### src/rtl/mem_bus_arbiter.sv
// mem_bus_arbiter: shares one external memory bus between the fetch stage
// (instruction reads) and the mem stage (data loads/stores). Data has fixed
// priority. Each transaction runs IDLE -> BUS_x -> RESP -> IDLE. Every output
// is registered, and the requester's ready pulses for exactly one cycle.
module mem_bus_arbiter #(
  parameter int unsigned AW      = 32,
  parameter int unsigned DW      = 32,
  parameter int unsigned TIMEOUT = 255
) (
  input  logic            clk,
  input  logic            rst,
  input  logic            inst_req,
  input  logic [AW-1:0]   inst_addr,
  output logic [DW-1:0]   inst_rdata,
  output logic            inst_ready,
  input  logic            data_req,
  input  logic            data_we,
  input  logic [AW-1:0]   data_addr,
  input  logic [DW-1:0]   data_wdata,
  input  logic [DW/8-1:0] data_wstrb,
  output logic [DW-1:0]   data_rdata,
  output logic            data_ready,
  output logic            bus_err,
  output logic            bus_req,
  output logic            bus_we,
  output logic [AW-1:0]   bus_addr,
  output logic [DW-1:0]   bus_wdata,
  output logic [DW/8-1:0] bus_wstrb,
  input  logic            bus_ack,
  input  logic [DW-1:0]   bus_rdata
);

  localparam logic [1:0] IDLE  = 2'd0;
  localparam logic [1:0] BUS_D = 2'd1;
  localparam logic [1:0] BUS_I = 2'd2;
  localparam logic [1:0] RESP  = 2'd3;

  localparam int unsigned  CW       = (TIMEOUT < 2) ? 1 : $clog2(TIMEOUT + 1);
  // The counter holds the number of bus cycles already spent. The abort
  // therefore fires in the TIMEOUT-th bus cycle, which gives the same response
  // timing as an ack arriving in that cycle.
  localparam logic [CW-1:0] CNT_LAST = CW'((TIMEOUT == 0) ? 0 : TIMEOUT - 1);

  logic [1:0]      state_q, state_d;
  logic [CW-1:0]   cnt_q, cnt_d;
  logic            bus_req_q, bus_req_d;
  logic            bus_we_q, bus_we_d;
  logic [AW-1:0]   bus_addr_q, bus_addr_d;
  logic [DW-1:0]   bus_wdata_q, bus_wdata_d;
  logic [DW/8-1:0] bus_wstrb_q, bus_wstrb_d;
  logic            inst_ready_q, inst_ready_d;
  logic            data_ready_q, data_ready_d;
  logic            bus_err_q, bus_err_d;
  logic [DW-1:0]   inst_rdata_q, inst_rdata_d;
  logic [DW-1:0]   data_rdata_q, data_rdata_d;

  logic            finish;

  // Next-state logic for the arbitration FSM, the bus outputs and the responses.
  always_comb begin
    state_d      = state_q;
    cnt_d        = cnt_q;
    bus_req_d    = bus_req_q;
    bus_we_d     = bus_we_q;
    bus_addr_d   = bus_addr_q;
    bus_wdata_d  = bus_wdata_q;
    bus_wstrb_d  = bus_wstrb_q;
    inst_ready_d = 1'b0;
    data_ready_d = 1'b0;
    bus_err_d    = 1'b0;
    inst_rdata_d = '0;
    data_rdata_d = '0;
    finish       = 1'b0;

    case (state_q)
      IDLE: begin
        cnt_d = '0;
        if (data_req) begin
          state_d     = BUS_D;
          bus_req_d   = 1'b1;
          bus_we_d    = data_we;
          bus_addr_d  = data_addr;
          bus_wdata_d = data_wdata;
          bus_wstrb_d = data_we ? data_wstrb : '0;
        end else if (inst_req) begin
          state_d     = BUS_I;
          bus_req_d   = 1'b1;
          bus_we_d    = 1'b0;
          bus_addr_d  = inst_addr;
          bus_wdata_d = '0;
          bus_wstrb_d = '0;
        end
      end

      BUS_D, BUS_I: begin
        cnt_d = cnt_q + CW'(1);
        if (bus_ack) begin
          finish = 1'b1;
          if (state_q == BUS_D) begin
            data_rdata_d = bus_we_q ? '0 : bus_rdata;
          end else begin
            inst_rdata_d = bus_rdata;
          end
        end else if ((TIMEOUT != 0) && (cnt_q == CNT_LAST)) begin
          finish    = 1'b1;
          bus_err_d = 1'b1;
        end
        if (finish) begin
          state_d      = RESP;
          bus_req_d    = 1'b0;
          bus_we_d     = 1'b0;
          bus_addr_d   = '0;
          bus_wdata_d  = '0;
          bus_wstrb_d  = '0;
          data_ready_d = (state_q == BUS_D);
          inst_ready_d = (state_q == BUS_I);
        end
      end

      RESP: begin
        state_d = IDLE;
        cnt_d   = '0;
      end

      default: begin
        state_d = IDLE;
        cnt_d   = '0;
      end
    endcase
  end

  // State and output registers; an asynchronous reset clears everything.
  always_ff @(posedge clk or negedge rst) begin
    if (!rst) begin
      state_q      <= IDLE;
      cnt_q        <= '0;
      bus_req_q    <= 1'b0;
      bus_we_q     <= 1'b0;
      bus_addr_q   <= '0;
      bus_wdata_q  <= '0;
      bus_wstrb_q  <= '0;
      inst_ready_q <= 1'b0;
      data_ready_q <= 1'b0;
      bus_err_q    <= 1'b0;
      inst_rdata_q <= '0;
      data_rdata_q <= '0;
    end else begin
      state_q      <= state_d;
      cnt_q        <= cnt_d;
      bus_req_q    <= bus_req_d;
      bus_we_q     <= bus_we_d;
      bus_addr_q   <= bus_addr_d;
      bus_wdata_q  <= bus_wdata_d;
      bus_wstrb_q  <= bus_wstrb_d;
      inst_ready_q <= inst_ready_d;
      data_ready_q <= data_ready_d;
      bus_err_q    <= bus_err_d;
      inst_rdata_q <= inst_rdata_d;
      data_rdata_q <= data_rdata_d;
    end
  end

  assign bus_req    = bus_req_q;
  assign bus_we     = bus_we_q;
  assign bus_addr   = bus_addr_q;
  assign bus_wdata  = bus_wdata_q;
  assign bus_wstrb  = bus_wstrb_q;
  assign inst_ready = inst_ready_q;
  assign data_ready = data_ready_q;
  assign bus_err    = bus_err_q;
  assign inst_rdata = inst_rdata_q;
  assign data_rdata = data_rdata_q;

endmodule
### config.mk
export PLATFORM = sky130hd
export DESIGN_NAME = mem_bus_arbiter
export DESIGN_NICKNAME = d
export VERILOG_FILES = /design/src/rtl/mem_bus_arbiter.sv
export SDC_FILE = /design/constraint.sdc
export NUM_CORES = 1
export LEC_CHECK = 0
export CAP_MARGIN = 20
export CORE_MARGIN = 4
export CORE_UTILIZATION = 45
export CTS_CLUSTER_SIZE = 12
export DETAILED_ROUTE_END_ITERATION = 10
export PLACE_DENSITY = 0.86
export SLEW_MARGIN = 20
export SYNTH_ARGS = -nofsm -noshare
export SYNTH_HDL_FRONTEND = slang
export SYNTH_SLANG_ARGS = --single-unit
### constraint.sdc
create_clock -name clk -period 2.9 [get_ports clk]
set_input_delay 0.725 -clock clk [delete_from_list [all_inputs] [get_ports clk]]
set_output_delay 0.725 -clock clk [all_outputs]
set_load 0.005 [all_outputs]
# Word level (Yosys, flattened, before mapping)
# Index checks and enable logic that the tools add are counted.
[totals]
out_inout_bits = 137
word_cells = 65
regBits = 147
[classes]
n_reduce_logical = 6
eq_ne = 6
mux = 40
n_addsub = 1
[op_table]
columns = ["op", "n"]
rows = [
  ["two-way mux 32 bit", 12],
  ["case mux 32 bit (2 select lines)", 2],
  ["two-way mux 4 bit", 4],
  ["case mux 8 bit (2 select lines)", 1],
  ["two-way mux 1 bit", 14],
  ["adder 8 x 1 -> 8 bit (second input constant)", 1],
  ["== test 8 bit (second input constant)", 1],
  ["case mux 4 bit (2 select lines)", 1],
  ["two-way mux 2 bit", 3],
  ["case mux 2 bit (3 select lines)", 1],
  ["== test 2 bit (second input constant)", 2],
  ["case mux 1 bit (2 select lines)", 2],
  ["OR reduction 2 bit", 2],
  ["!= test 3 bit (second input constant)", 1],
  ["AND reduction 3 bit", 1],
  ["== test 2 x 1 -> 1 bit (second input constant)", 1],
  ["zero test 2 bit", 1],
  ["!= test 2 bit (second input constant)", 1],
  ["AND reduction 2 bit", 1],
  ["nonzero test 2 bit", 1],
]

# Longest topological paths before layout
[depth]
word_depth = 6
depth_mapped = 8
depth_no_buf = 6

# Worst setup path before layout
# Ideal clock, no wire load.
[synth_timing]
kind = "reg2reg"
from = "register state_q[1]"
to = "register bus_addr_q[20] (netlist: bus_addr[20])"
stages_incl_launch_ff = 8
synth_period_minus_slack_ps = 1733
t_arrival_ps = 1593
n_path_buf = 3
setup_slack_ps = 1167
cell_sequence = "dfrtp_1 > inv_1 > ha_1 > buf_2 > nand2b_1 > buf_2 > clkbuf_1 > o2bb2ai_1"
[synth_via]
elab_chain_len = 4
elab_cells_between_ends = 9
cone_classes = "eq/ne: 4; mux: 1; reduce/logical: 4"
[synth_rtl]
columns = ["item", "line_no", "source"]
rows = [
  ["start, declared", "44", "logic [1:0] state_q, state_d;"],
  ["start signal, assigned", "148", "state_q <= state_d;"],
  ["== test 2 x 1 -> 1 bit / == test 2 bit (equally long branches)", "75", "case (state_q)"],
  ["OR reduction 2 bit", "75", ""],
  ["!= test 2 bit (no line) / nonzero test 2 bit (equally long branches)", "n/a", ""],
  ["AND reduction 3 bit (no line)", "n/a", ""],
  ["end signal, assigned", "152", "bus_addr_q <= bus_addr_d;"],
  ["end, declared", "48", "logic [AW-1:0] bus_addr_q, bus_addr_d;"],
]
# Parallel ways exist; a longest one is shown, timed or not.
# A chain may end at the register's enable or synchronous reset.

# Worst setup path in the final report
[layout_timing]
from = "register state_q[0]"
to = "register bus_addr_q[20] (netlist: bus_addr[20])"
# The elaborated chain is that of the path after synthesis.

==> impl_results.md <==
- Global-route wire length before repair: 27400 µm
- Seq cells post-synth: 147
- Fraction of synthesized area in multiplexers: 0.00741
- Pins over their slew limit: 0
- Post-Syn Area per Cell: between 10 and 15 µm²
- Num rows: 42
- RSZ-0062 raised after global routing: false
- Final #Nets: 980
- Antenna-violating nets left: 0
- HP Class: input port to asynchronous set/reset pin
- Cts repair resizes: 0
- Area delta synth->final: 57.7%
- VDD IR-drop max: between 500 and 600 µV
- WL per Instance: around 18 µm
- Buffer count from post-CTS setup fixing: 0
- Worst-Margin Slew: roughly 600 ps
- Clk pwr share: 0.236
- Worst Path Arrival: roughly 2500 ps
- Setup TNS after final layout: 0 ps
- Max Clock Freq: approximately 460 MHz
- Starting density of the core: 0.459
- CP startpoint kind: flop
- Die Y: 124 µm
- Xor/xnor cell area share of the yosys netlist: 0.00865
- Full die area: 0.0154 mm²
- Synth top area cells: dfrtp_1 (61%), o2bb2ai_1 (7.8%), nor2_1 (6.7%)
- Post-synthesis adder-cell area fraction: 0.0124
- Critical-path cell list: inv_1 > ha_2 > buf_4 > nand2_1 > o211ai_4 > buf_16 > o2bb2ai_1
- Area occupied by registers: roughly 0.0037 mm²
- Reg power frac: 0.334
- WP data required: 3220 ps
- Seq/Total Area, Yosys: 0.605
- Post-Synth Simple-Gate Area: 0.158
- Tmin final: 2160 ps
- DR iter-0 viols: between 300 and 400
- Synth unique cells: 31
- Skew final: roughly 7.2 ps
- Total core area: around 0.013 mm²
- Relative slew slack: 0.600
- CTS root buf: clkbuf_16
- Logic gate share of total power: 0.430
- Filler cells: 908
- Die Span X: between 100 and 150 µm
- Antenna Cells: 0
- Critical path type: flop to flop
- Num ports: about 280
- GRT overflow: 0
- Detailed placement HPWL: approximately 13000 µm
- GPL Wtd Cong: 0.775
- Compound-Gate Fraction of Synth Area: 0.170
- Router iterations before antenna repair: 4
- Layout cells sized above 1: 0.0742
- Post-route DRC violation count: 0
- Final setup violation count: 0
- Slowest cell delay on critical path: around 390 ps
- NetSw: roughly 0.0033 W
- CTS tree: done
- Main synth FF type: dfrtp_1
- Synth top area share: 0.605
- Max H-tree Level: 4
- CP max-delay cell: dfrtp_1
- Count leader, synth: dfrtp_1
- Vias per cell: just over 5
- Max-capacitance violation count: 0
- CTS clk-pin slew, worst paths: 60 ps
- Synthesized cell area: ~0.006 mm²
- Ys async rst share: 1.00
- Hold_buf cts: 0
- Crit path buf inv count: 3
- Gr usage total: 0.231
- Synth top cells by count: dfrtp_1 (147), nor2_1 (109), a21oi_1 (67), nand2_1 (67), o2bb2ai_1 (54)
- Worst-skew pair later-pin latency: just over 400 ps
- Leakage power: between 4 and 5 nW
- Largest family of logic cells by synthesized area: compound AO/OA/AOI/OAI gates
- Pwr Total: between 0.009 and 0.01 W
- Port bufs: 274
- Clock buffer depth: 2
- Initial antenna violation count: 0
- CTS buffer count: 17
- Number of global-route vias before repair: between 5000 and 6000
- Sw frac: 0.350
- Syn_nets: 717
- Ys Warns: 0
- DR vias: roughly 5300
- Clock sinks: 147
- Worst setup EP type: flop
- Multi-input logic area: roughly 0.0022 mm²
- Syn Inst Count: 573
- Area leader, netlist: dfrtp_1
- Final Hold Viols: 0
- CP delay by family, top: buffers and inverters
- CP max FO: 34
- Largest net degree at the start of global routing: ~70
- Final period util: 0.744
- WHS: ~240 ps
- PwrDens: slightly below 1000 mW/mm²
- Routed wire length: around 19000 µm
- Internal Power: just over 0.006 W
- Post-synth EDFFs: 0
- Status: complete, no violations
-- per-layer routing --
metal | vias up | share of wire | track usage
met4 | 0 | 0.018 | 0.0664
met3 | 21 | 0.090 | 0.0827
met2 | 210 | 0.51 | 0.407
met5 | - | 0 | 0
li1 | 2461 | - | -
met1 | 2588 | 0.38 | 0.265
-- final cells by class --
cell class | count | area share
clock inverters | 14 | 0.0183
clock buffers | 18 | 0.0448
repair buffers | 288 | 0.301
inverters | 5 | 0.00196
well taps | 176 | 0.0230
flip-flops and latches | 147 | 0.384
multi-input cells | 377 | 0.227
-- stage by stage --
| step | instance area, µm² | instances | worst slack [ps] | util |
|---|---|---|---|---|
| final | 9580 | 1025 | 744 | 0.724 |
| after CTS | 9560 | 1024 | 674 | 0.722 |
| after floorplan | 6080 | 573 | 1170 | - |
| after global placement | 8950 | 992 | 501 | 0.676 |
| after global routing | 9580 | 1025 | 560 | 0.724 |
| after detailed placement | 8950 | 992 | 425 | 0.676 |
-- power by group through the flow --
stage                     combinational [W]  sequential, W  clock, W
after global routing                0.00444        0.00325   0.00237
after detailed placement            0.00398        0.00318         0
after CTS                           0.00402        0.00317   0.00228
after global placement              0.00384        0.00316         0
after floorplan                     0.00197        0.00317         0
final                               0.00408        0.00317   0.00225
-- worst paths after layout --
| check | start | to | slack (ps) | cells past startpoint |
|---|---|---|---|---|
| worst max-delay path | state_q[0]$_DFFE_PN0P_ | bus_addr[20]$_DFFE_PN0P_ | 740 | 7 |
| worst min-delay path | rst | bus_wdata[12]$_DFFE_PN0P_ | 240 | 1 |
| worst max register to register | state_q[0]$_DFFE_PN0P_ | bus_addr[20]$_DFFE_PN0P_ | 740 | 7 |
| worst min register to register | bus_addr[3]$_DFFE_PN0P_ | bus_addr[3]$_DFFE_PN0P_ | 490 | 1 |
| max in group asynchronous | rst | inst_rdata[20]$_DFF_PN0_ | 1890 | 2 |
| min in group clk | bus_addr[3]$_DFFE_PN0P_ | bus_addr[3]$_DFFE_PN0P_ | 490 | 1 |
-- sequential cells by signal, summed over array words and instances, names as in the netlist --
name	cells
bus_addr	32
bus_wdata	32
data_rdata	32
inst_rdata	32
cnt_q	8
bus_wstrb	4
state_q	2
bus_err	1
bus_req	1
bus_we	1
data_ready	1
inst_ready	1
-- worst reg2reg max path: stages (launching register included) --
cell and delay (ps):
dfrtp_1 390, inv_1 130, ha_2 250, buf_4 360
nand2_1 240, o211ai_4 320, buf_16 240, o2bb2ai_1 150
-- cell families after synthesis --
family | Yosys count
buf+inv | 49
flops | 147
compound gates | 138
mux | 4
xor+xnor | 6
fa+ha+maj | 6
simple gates | 223
-- layout by cell type, fill, tap and decap left out, types with 2 or more instances in the layout --
cell type / n
dfrtp_1: 147
nand3_1: 3
xor2_1: 5
inv_1: 4
nand2b_1: 3
clkinv_2: 2
buf_12: 2
nor2_1: 109
mux2i_1: 3
ha_1: 5
o2bb2ai_1: 54
buf_4: 11
bufinv_16: 3
o2bb2ai_2: 10
clkdlybuf4s50_1: 272
inv_6: 5
a22o_1: 4
and2_1: 3
clkinvlp_4: 3
nor2b_1: 32
nand2_1: 67
nand4_1: 2
clkbuf_16: 17
a21oi_1: 67
Power figures use the tool's default switching activity.
